### src/rtl/exe_div_ctrl.sv
// Iterative 32-bit restoring divider for the EXE stage. Handles div.w/mod.w/div.wu/mod.wu
// in a fixed 32 cycles, with a one-entry result that is held until the pipeline acknowledges it.
module exe_div_ctrl (
    input  logic        clk,
    input  logic        resetn,
    input  logic        div_req,
    input  logic        div_signed,
    input  logic        div_rem,
    input  logic [31:0] div_src1,
    input  logic [31:0] div_src2,
    input  logic        div_ack,
    input  logic        div_cancel,
    output logic        div_busy,
    output logic        div_done,
    output logic [31:0] div_result,
    output logic [1:0]  dbg_state
);

    typedef enum logic [1:0] {
        S_IDLE = 2'd0,
        S_BUSY = 2'd1,
        S_DONE = 2'd2
    } state_t;

    state_t      state_q, state_d;
    logic [5:0]  cnt_q;
    logic [31:0] divisor_q;
    logic [31:0] quo_q;
    logic [31:0] rem_q;
    logic [31:0] dividend_raw_q;
    logic        rem_sel_q;
    logic        q_neg_q;
    logic        r_neg_q;
    logic        div_zero_q;
    logic [31:0] result_q;

    logic        accept;
    logic        last_step;
    logic [32:0] rem_sh;
    logic [32:0] diff;
    logic        take;
    logic [31:0] rem_nx;
    logic [31:0] quo_nx;
    logic [31:0] q_fix;
    logic [31:0] r_fix;
    logic [31:0] final_res;

    assign accept    = (state_q == S_IDLE) && div_req && !div_cancel;
    assign last_step = (state_q == S_BUSY) && (cnt_q == 6'd31);

    // State register
    always_ff @(posedge clk) begin
        if (!resetn) begin
            state_q <= S_IDLE;
        end else begin
            state_q <= state_d;
        end
    end

    // Next-state logic; cancel outranks every other transition
    always_comb begin
        state_d = state_q;
        if (div_cancel) begin
            state_d = S_IDLE;
        end else begin
            case (state_q)
                S_IDLE:  if (div_req) state_d = S_BUSY;
                S_BUSY:  if (cnt_q == 6'd31) state_d = S_DONE;
                S_DONE:  if (div_ack) state_d = S_IDLE;
                default: state_d = S_IDLE;
            endcase
        end
    end

    // Output logic
    always_comb begin
        div_busy  = 1'b0;
        div_done  = 1'b0;
        dbg_state = state_q;
        case (state_q)
            S_BUSY:  div_busy = 1'b1;
            S_DONE:  div_done = 1'b1;
            default: ;
        endcase
    end

    // One restoring step: shift the next dividend bit into the partial remainder
    always_comb begin
        rem_sh = {rem_q, quo_q[31]};
        diff   = rem_sh - {1'b0, divisor_q};
        take   = !diff[32];
        rem_nx = take ? diff[31:0] : rem_sh[31:0];
        quo_nx = {quo_q[30:0], take};
    end

    // Divide-by-zero bypasses the magnitude datapath entirely; overflow falls out naturally
    always_comb begin
        q_fix = q_neg_q ? (32'd0 - quo_nx) : quo_nx;
        r_fix = r_neg_q ? (32'd0 - rem_nx) : rem_nx;
        if (div_zero_q) begin
            final_res = rem_sel_q ? dividend_raw_q : 32'hFFFF_FFFF;
        end else begin
            final_res = rem_sel_q ? r_fix : q_fix;
        end
    end

    always_ff @(posedge clk) begin
        if (!resetn) begin
            cnt_q          <= 6'd0;
            divisor_q      <= 32'd0;
            quo_q          <= 32'd0;
            rem_q          <= 32'd0;
            dividend_raw_q <= 32'd0;
            rem_sel_q      <= 1'b0;
            q_neg_q        <= 1'b0;
            r_neg_q        <= 1'b0;
            div_zero_q     <= 1'b0;
            result_q       <= 32'd0;
        end else if (accept) begin
            cnt_q          <= 6'd0;
            quo_q          <= (div_signed && div_src1[31]) ? (32'd0 - div_src1) : div_src1;
            divisor_q      <= (div_signed && div_src2[31]) ? (32'd0 - div_src2) : div_src2;
            rem_q          <= 32'd0;
            dividend_raw_q <= div_src1;
            rem_sel_q      <= div_rem;
            q_neg_q        <= div_signed && (div_src1[31] ^ div_src2[31]);
            r_neg_q        <= div_signed && div_src1[31];
            div_zero_q     <= (div_src2 == 32'd0);
        end else if (state_q == S_BUSY && !div_cancel) begin
            cnt_q <= cnt_q + 6'd1;
            quo_q <= quo_nx;
            rem_q <= rem_nx;
            if (last_step) begin
                result_q <= final_res;
            end
        end else if (div_cancel) begin
            cnt_q <= 6'd0;
        end
    end

    assign div_result = result_q;

endmodule

### config.mk
export PLATFORM = sky130hd
export DESIGN_NAME = exe_div_ctrl
export DESIGN_NICKNAME = d
export VERILOG_FILES = /design/src/rtl/exe_div_ctrl.sv
export SDC_FILE = /design/constraint.sdc
export NUM_CORES = 1
export LEC_CHECK = 0
export ABC_AREA = 1
export BUFFER_PORTS_ARGS = -buffer_cell sky130_fd_sc_hd__buf_2
export CAP_MARGIN = 25
export CORE_UTILIZATION = 30
export DETAILED_ROUTE_END_ITERATION = 6
export PLACE_DENSITY = 0.47
export SYNTH_ARGS = -nofsm -noshare
export SYNTH_HDL_FRONTEND = slang
export SYNTH_SLANG_ARGS = --single-unit
### constraint.sdc
create_clock -name clk -period 5.7 [get_ports clk]
set_input_delay 0.285 -clock clk [delete_from_list [all_inputs] [get_ports clk]]
set_output_delay 0.285 -clock clk [all_outputs]
set_load 0.005 [all_outputs]
==> results of run 1 <==
[layout make-up]
| type | instances | area share (%) |
|---|---|---|
| Multi-Input combinational cell | 1624 | 54.4 |
| Sequential cell | 172 | 22.9 |
| Inverter | 354 | 8.85 |
| Tap cell | 585 | 4.87 |
| Timing Repair Buffer | 125 | 4.78 |
| Clock buffer | 22 | 3.09 |
| Clock inverter | 9 | 1.07 |
[power groups by stage]
stage | combinational, uW | clock, uW | sequential, uW
after floorplan | 1110 | 0 | 1310
after global routing | 1720 | 1380 | 1300
after global placement | 1520 | 0 | 1320
after CTS | 1530 | 1340 | 1300
after detailed placement | 1520 | 0 | 1320
final | 1540 | 1310 | 1300
[flip-flops by register name, summed over array words and instances (netlist names), 2 cells and up]
register	cells
dividend_raw_q	32
cnt_q	6
divisor_q	32
quo_q	32
div_result	32
dbg_state	2
rem_q	32
[per-layer routing]
layer / wire, um / up-vias / GRT usage [%]
li1: - / 7350 / -
met1: 25100 / 6680 / 33.3
met2: 22400 / 440 / 34.7
met3: 3080 / 52 / 3.81
met4: 1120 / 0 / 7.24
met5: 0 / - / 0
[synth_stat cells, types with 7 or more instances]
cell	number	area share (%)
inv_1	344	9.7
a31oi_1	15	0.70
clkbuf_1	71	2.0
nand3_2	7	0.52
nand4_1	26	1.2
nand2_2	20	0.94
xor2_1	26	1.7
o21ai_1	15	0.56
nand3_1	129	4.8
ha_1	37	3.5
o21ai_0	143	5.4
dfxtp_1	172	26
o22ai_1	15	0.70
nor2_1	184	5.2
nor4_1	9	0.42
nor2_2	11	0.52
a21oi_1	205	7.7
nand3b_1	7	0.39
a211oi_1	10	0.56
xnor2_1	23	1.5
nand2_1	601	17
o211ai_1	32	1.8
nor3_1	39	1.5
nand2_4	7	0.59
buf_1	11	0.31
[worst max-delay path: cells and delay by family (launching register included)]
kind / cells / cell delay, ps
buffers and inverters: 2 / 130
and+or+nand+nor: 19 / 2450
DFF: 1 / 330
AOI/OAI and AO/OA: 5 / 710
adders and majority gates: 3 / 730
[metrics by stage]
stage	setup slack, ps	hold WS (ps)	util [%]
2_1_floorplan	1670	420	-
3_3_place_gp	1340	440	33.0
3_5_place_dp	1330	447	33.1
4_1_cts	1310	69.3	34.5
5_1_grt	621	86.8	34.6
6_report	1240	79.9	34.6
[logic make-up after synthesis]
| group | after synthesis | share of synthesized area, % |
|---|---|---|
| AO/OA/AOI/OAI | 475 | 19.9 |
| XOR/XNOR | 49 | 3.21 |
| adder cells (fa/ha/maj) | 38 | 3.62 |
| buffers and inverters | 448 | 13.1 |
| flip-flops | 172 | 25.8 |
| AND/OR/NAND/NOR | 1062 | 34.3 |
[final timing paths]
| check | to | slack, ps | cells past startpoint |
|---|---|---|---|
| min reg2reg | dividend_raw_q[20]$_SDFFE_PN0P_ | 460 | 2 |
| max reg2reg | div_result[26]$_SDFFE_PN0P_ | 1240 | 29 |
| min | dbg_state[1]$_SDFFE_PP0P_ | 80 | 4 |
| max | div_result[26]$_SDFFE_PN0P_ | 1240 | 29 |
==> key figures, run 1 <==
Setup path
  • CP peak stage delay: 420 ps
  • Setup crit end kind: flop
  • Reg-to-Reg Start: quo_q[31]$_SDFFE_PN0P_
  • Critical Setup Path Class: reg2reg
  • Worst setup startpoint: quo_q[31]$_SDFFE_PN0P_
  • Critical Path Source Type: flop
  • Critical Path AT: 4820 ps
  • Critical Path RT: 6060 ps
  • CP max-delay cell: fa_1
  • Crit Path Max Fanout: 4
  • Cell mode on critical path: nand2_1

Routing
  • 1st-iter DRT viols: 1301
  • WL/cell: 17.9 um
  • DRT Wirelength: 51700 um
  • DR vias/cell: 5.02
  • Vias: 14522
  • DR DRC count: 0
  • ANT nets after route: 0
  • DRT Pass-1 Iters: 5

Final layout
  • Most frequent cells in the layout: 601 x nand2_1, 342 x inv_1, 205 x a21oi_1
  • Reg area: 3440 sq um
  • Share of cells above drive strength 1: 9.80%
  • Nets@finish: 2403
  • Post-route insts no fill: 2891
  • Area taken by multi-input logic gates: 8170 sq um
  • Fill count: 4826
  • Area grow syn2layout: 12.5%
  • ANT cells: 0
  • Design Area, Final: 15000 sq um
  • Commonest non-fill, non-tap cell in the layout: nand2_1

Synthesis
  • Synth Cell Area: 13400 sq um
  • Mapped Cells: 2244
  • Netlist cell types: 57
  • Sequential share of the synthesized area: 25.8%
  • Prevailing post-synth register cell: dfxtp_1
  • Syn avg cell area: 5.95 sq um
  • Post-synth EDFFs: 0
  • Seq cells post-synth: 172
  • YS warnings: 0
  • Synth Net Count: 2353
  • Fraction of registers with async set/reset: 0%

Timing
  • Slew at the pin closest to its max-slew limit: 958 ps
  • Final worst path period need: 4460 ps
  • Final Hold Violating Endpoints: 0
  • Max Slew Vio Count: 0
  • RSZ-0062 raised after global routing: no
  • Slew margin rel.: 36.1%
  • Setup_tns: 0 ps
  • Final setup vio count: 0
  • Final worst-path cycle share: 78.3%
  • Final clock skew: 8.96 ps
  • F_max: 224 MHz

Status
  • Status: finished clean

Global route
  • First-pass GRT wire length: 78800 um
  • Largest net degree at the start of global routing: 65
  • Initial antenna violation count: 0
  • Gr usage total: 23.1%
  • Vias in the first global route: 13327
  • Grt total ovfl: 0

Floorplanning
  • Boundary Pins: 107
  • CORE AREA: 43500 sq um
  • Die height: 213 um
  • Die W: 213 um
  • Die ar.: 45400 sq um
  • Starting density of the core: 30.7%
  • # rows: 76

Pwr
  • P_int: 2460 uW
  • Sequential share of power: 31.3%
  • Worst IR Drop VDD: 0.243 mV
  • Sw Share: 40.7%
  • Part of the power in combinational logic: 37.2%
  • Pwr Total: 4150 uW
  • P_sw: 1690 uW
  • Power density over the cells: 276 nW/um^2
  • Clk pwr share: 31.5%
  • Pleak: 0.00731 uW

CTS
  • CTS buffer count: 17
  • Setup Fix Bufs, Post-CTS: 0
  • CTS tree: yes
  • Clock sink count: 172
  • Clk Latency, worst-skew pair: 470 ps
  • Htree depth: 4
  • CTS Buffer Depth: 2
  • Reg clk slew, reported paths: 70 ps
  • Hold_buf cts: 0
  • Post-cts sizing count: 0
  • CTS Root Cell: clkbuf_16

Flow run
  • Max_cap viols: 0

Placed design
  • Port bufs: 106
  • Post-Place Cells: 2859
  • Hpwl dp: 40100 um
  • Final GP Congestion: 0.949
  • Placed Area: 14400 sq um

Min path
  • Hold path start: div_ack
  • Worst Hold Class: in2reg
No activity file was read; power rests on OpenSTA's default activity.
==> run 2: changes to the inputs <==
--- a/config.mk
+++ b/config.mk
@@ -5,12 +5,12 @@
 export SDC_FILE = /design/constraint.sdc
 export NUM_CORES = 1
 export LEC_CHECK = 0
-export ABC_AREA = 1
+export ABC_AREA = 0
 export BUFFER_PORTS_ARGS = -buffer_cell sky130_fd_sc_hd__buf_2
 export CAP_MARGIN = 25
 export CORE_UTILIZATION = 30
 export DETAILED_ROUTE_END_ITERATION = 6
-export PLACE_DENSITY = 0.47
+export PLACE_DENSITY = 0.48
 export SYNTH_ARGS = -nofsm -noshare
 export SYNTH_HDL_FRONTEND = slang
 export SYNTH_SLANG_ARGS = --single-unit
==> constraint.sdc (replaced) <==
create_clock -name clk -period 4.1 [get_ports clk]
set_input_delay 0.205 -clock clk [delete_from_list [all_inputs] [get_ports clk]]
set_output_delay 0.205 -clock clk [all_outputs]
set_load 0.005 [all_outputs]
==> run 2 against run 1 <==
Flip-flop and latch count stayed put; first-iteration DRC count decreased by 28%; total power grew 26%; die area fell by 6.8%; clock power rose by 21%; critical path depth down 15; critical path type unchanged; count of clock-buffer cells in the layout shrank 2; combinational power is 21% higher; clock skew increased by 11 ps; via count fell by 13%.
==> key figures, run 2 <==
Floorplanning
  • Starting density of the core: 30.4% (was 30.7%)
  • CORE AREA: 40800 sq um (was 43500 sq um)
  • # rows: 74 (was 76)
  • Die ar.: 42300 sq um (was 45400 sq um)
  • Die W: 206 um (was 213 um)
  • Die height: 206 um (was 213 um)
  • Boundary Pins: 107 (unchanged)

Pwr
  • Sw Share: 37.2% (was 40.7%)
  • Clk pwr share: 30.2% (was 31.5%)
  • Pwr Total: 5250 uW (was 4150 uW)
  • Sequential share of power: 34.3% (was 31.3%)
  • Worst IR Drop VDD: 0.335 mV (was 0.243 mV)
  • Power density over the cells: 351 nW/um^2 (was 276 nW/um^2)
  • Part of the power in combinational logic: 35.5% (was 37.2%)
  • P_sw: 1950 uW (was 1690 uW)
  • Pleak: 0.00593 uW (was 0.00731 uW)
  • P_int: 3300 uW (was 2460 uW)

Setup path
  • Setup crit end kind: flop (unchanged)
  • Critical Path AT: 4350 ps (was 4820 ps)
  • Critical Setup Path Class: reg2reg (unchanged)
  • CP peak stage delay: 530 ps (was 420 ps)
  • RR Endpoint: div_result[31]$_SDFFE_PN0P_ (was div_result[26]$_SDFFE_PN0P_)
  • Crit Path Max Fanout: 9 (was 4)
  • CP max-delay cell: or4_4 (was fa_1)
  • Critical Path RT: 4480 ps (was 6060 ps)
  • Reg2reg setup slack: 140 ps (was 1240 ps)
  • Critical Path Source Type: flop (unchanged)
  • FF-to-FF path depth: 14 (was 29)
  • Crit-path cells: ha_1 -> and4_4 -> and4_1 -> nand2_1 -> and3b_1 -> o211a_4 -> inv_8 -> or4_4 -> o31a_1 -> nor4_2 -> buf_4 -> a2111o_1 -> o21ai_1 -> o31ai_1
  • Reg-to-Reg Start: rem_q[24]$_SDFFE_PP0P_ (was quo_q[31]$_SDFFE_PN0P_)

Placed design
  • Placed Area: 14100 sq um (was 14400 sq um)
  • Port bufs: 106 (unchanged)
  • Final GP Congestion: 0.910 (was 0.949)
  • Post-Place Cells: 2271 (was 2859)
  • Hpwl dp: 36000 um (was 40100 um)

Routing
  • DRT Pass-1 Iters: 5 (unchanged)
  • DR DRC count: 0 (unchanged)
  • Vias: 12666 (was 14522)
  • DRT Wirelength: 46600 um (was 51700 um)
  • WL/cell: 20.2 um (was 17.9 um)
  • 1st-iter DRT viols: 943 (was 1301)
  • DR vias/cell: 5.48 (was 5.02)
  • ANT nets after route: 0 (unchanged)

Synthesis
  • Area leader, netlist: dfxtp_1 (unchanged)
  • Sequential share of the synthesized area: 27.7% (was 25.8%)
  • Mapped Cells: 1631 (was 2244)
  • Synth Cell Area: 12400 sq um (was 13400 sq um)
  • Post-synth top area share: 27.7% (was 25.8%)
  • Fraction of registers with async set/reset: 0% (unchanged)
  • YS warnings: 0 (unchanged)
  • Netlist cell types: 83 (was 57)
  • Ranking of synthesized cells by area: dfxtp_1 28%, nand2_1 6.9%, xnor2_1 5.5% (was dfxtp_1 26%, nand2_1 17%, inv_1 9.7%)
  • Synth cell count leaders: 227 x nand2_1, 172 x dfxtp_1, 123 x nor2_1 (was 601 x nand2_1, 344 x inv_1, 205 x a21oi_1)
  • Synth Net Count: 1740 (was 2353)
  • Most common cell in the netlist: nand2_1 (unchanged)
  • Post-synth EDFFs: 0 (unchanged)
  • Seq cells post-synth: 172 (unchanged)
  • Syn avg cell area: 7.62 sq um (was 5.95 sq um)
  • Prevailing post-synth register cell: dfxtp_1 (unchanged)

Timing
  • Final worst path period need: 3960 ps (was 4460 ps)
  • Hold Slack: 19.7 ps (was 79.9 ps)
  • RSZ-0062 raised after global routing: yes (was no)
  • Final worst-path cycle share: 96.7% (was 78.3%)
  • F_max: 252 MHz (was 224 MHz)
  • Final setup vio count: 0 (unchanged)
  • Final clock skew: 19.6 ps (was 8.96 ps)
  • Final Hold Violating Endpoints: 0 (unchanged)
  • Max Slew Vio Count: 0 (unchanged)
  • Slew at the pin closest to its max-slew limit: 867 ps (was 958 ps)
  • Slew margin rel.: 42.0% (was 36.1%)

CTS
  • Htree depth: 4 (unchanged)
  • CTS tree: yes (unchanged)
  • CTS buffer count: 17 (unchanged)
  • Clock sink count: 172 (unchanged)
  • CTS Buffer Depth: 2 (unchanged)
  • CTS Root Cell: clkbuf_16 (unchanged)
  • Reg clk slew, reported paths: 80 ps (was 70 ps)
  • Clk Latency, worst-skew pair: 470 ps (about the same)

Global route
  • First-pass GRT wire length: 70900 um (was 78800 um)
  • Vias in the first global route: 11877 (was 13327)
  • Initial antenna violation count: 0 (unchanged)
  • Largest net degree at the start of global routing: 80 (was 65)
  • Grt total ovfl: 0 (unchanged)
  • Gr usage total: 22.2% (was 23.1%)

Final layout
  • Area grow syn2layout: 20.2% (was 12.5%)
  • Post-route insts no fill: 2311 (was 2891)
  • ANT cells: 0 (unchanged)
  • Most frequent cells in the layout: 224 x nand2_1, 170 x dfxtp_1, 121 x nor2_1 (was 601 x nand2_1, 342 x inv_1, 205 x a21oi_1)
  • Commonest non-fill, non-tap cell in the layout: nand2_1 (unchanged)
  • Design Area, Final: 14900 sq um (was 15000 sq um)
  • Share of cells above drive strength 1: 17.6% (was 9.80%)
  • Nets@finish: 1876 (was 2403)

Min path
  • Hold path start: div_src1[30] (was div_ack)
  • Worst Hold Depth: 3 (was 4)
  • Worst Hold Class: in2reg (unchanged)
  • WHS Endpoint: dividend_raw_q[30]$_SDFFE_PN0P_ (was dbg_state[1]$_SDFFE_PP0P_)

Status
  • Status: finished clean (unchanged)

Flow run
  • Max_cap viols: 0 (unchanged)
run 2: cell count changes in the layout (fill, tap and decap cells not counted), sizes merged, moves of 55 or more:
cell / delta
nand3: -115
nand2: -401
buf: +94
a21oi: -126
inv: -301
nor2: -76
xnor2: +55
run 2: cells by family after synthesis:
kind of cell | share of synthesized area (%)
AND/OR/NAND/NOR | 22.7
AO/OA/AOI/OAI | 28.4
flip-flops | 27.7
buffers and inverters | 4.79
XOR/XNOR | 9.44
multiplexers | 3.17
adder cells (fa/ha/maj) | 3.89
run 2: cell type report:
class	count	area, sq um
timing repair buffer	220	1440
multi-input combinational	1308	8660
sequential	172	3450
tap	532	666
clock buffer	20	457
clock inverter	11	83.8
inverter	48	188
fill	4302	25900
run 2: worst max path at each step:
stage                                       end              startpoint  slack (ps)
global placement    div_result[18]$_SDFFE_PN0P_  quo_q[31]$_SDFFE_PN0P_          60
CTS                 div_result[23]$_SDFFE_PN0P_  quo_q[31]$_SDFFE_PN0P_          40
detailed placement  div_result[18]$_SDFFE_PN0P_  quo_q[31]$_SDFFE_PN0P_         -40
global route        div_result[28]$_SDFFE_PN0P_  quo_q[31]$_SDFFE_PN0P_         -80
floorplan           div_result[20]$_SDFFE_PN0P_  quo_q[31]$_SDFFE_PN0P_          -5
finish              div_result[31]$_SDFFE_PN0P_  rem_q[24]$_SDFFE_PP0P_         140
run 2: per-stage QoR:
step                setup TNS, ps  setup slack, ps  utilization, %
floorplan                   -12.5            -5.23               -
global placement                0             55.5            34.6
detailed placement          -39.4            -39.4            34.6
CTS                             0             37.8            36.0
global route                 -472            -83.0            36.6
finish                          0              135            36.6
run 2: timing repair:
| action | 4_1_cts | 5_1_grt |
|---|---|---|
| pin swaps | 0 | 21 |
| hold endpoints to repair | 1 | 0 |
| resized for setup | 1 | 33 |
| endpoints found under the setup margin | 1 | 20 |
| hold buffers | 1 | 0 |
| buffers inserted | 0 | 7 |
run 2: worst max-delay path, delay by kind of cell, from the launching register on:
kind	cells	cell delay (ps)
flip-flops	1	400
AND/OR/NAND/NOR	6	1770
AO/OA/AOI/OAI	5	990
buffers and inverters	2	250
adder cells (fa/ha/maj)	1	470
run 2: power by group through the flow:
stage                     sequential, uW  combinational [uW]  clock [uW]
final                               1800                1860        1590
after global placement              1840                1760           0
after global routing                1810                2020        1670
after floorplan                     1810                1120           0
after CTS                           1800                1770        1620
after detailed placement            1840                1760           0
run 2: layer usage:
layer  up-vias  track usage, %  wire (um)
li1       6196               -          -
met1      6104            30.6      22000
met2       316            35.6      21500
met3        50            3.48       2150
met4         0            5.93        957
met5         -               0          0
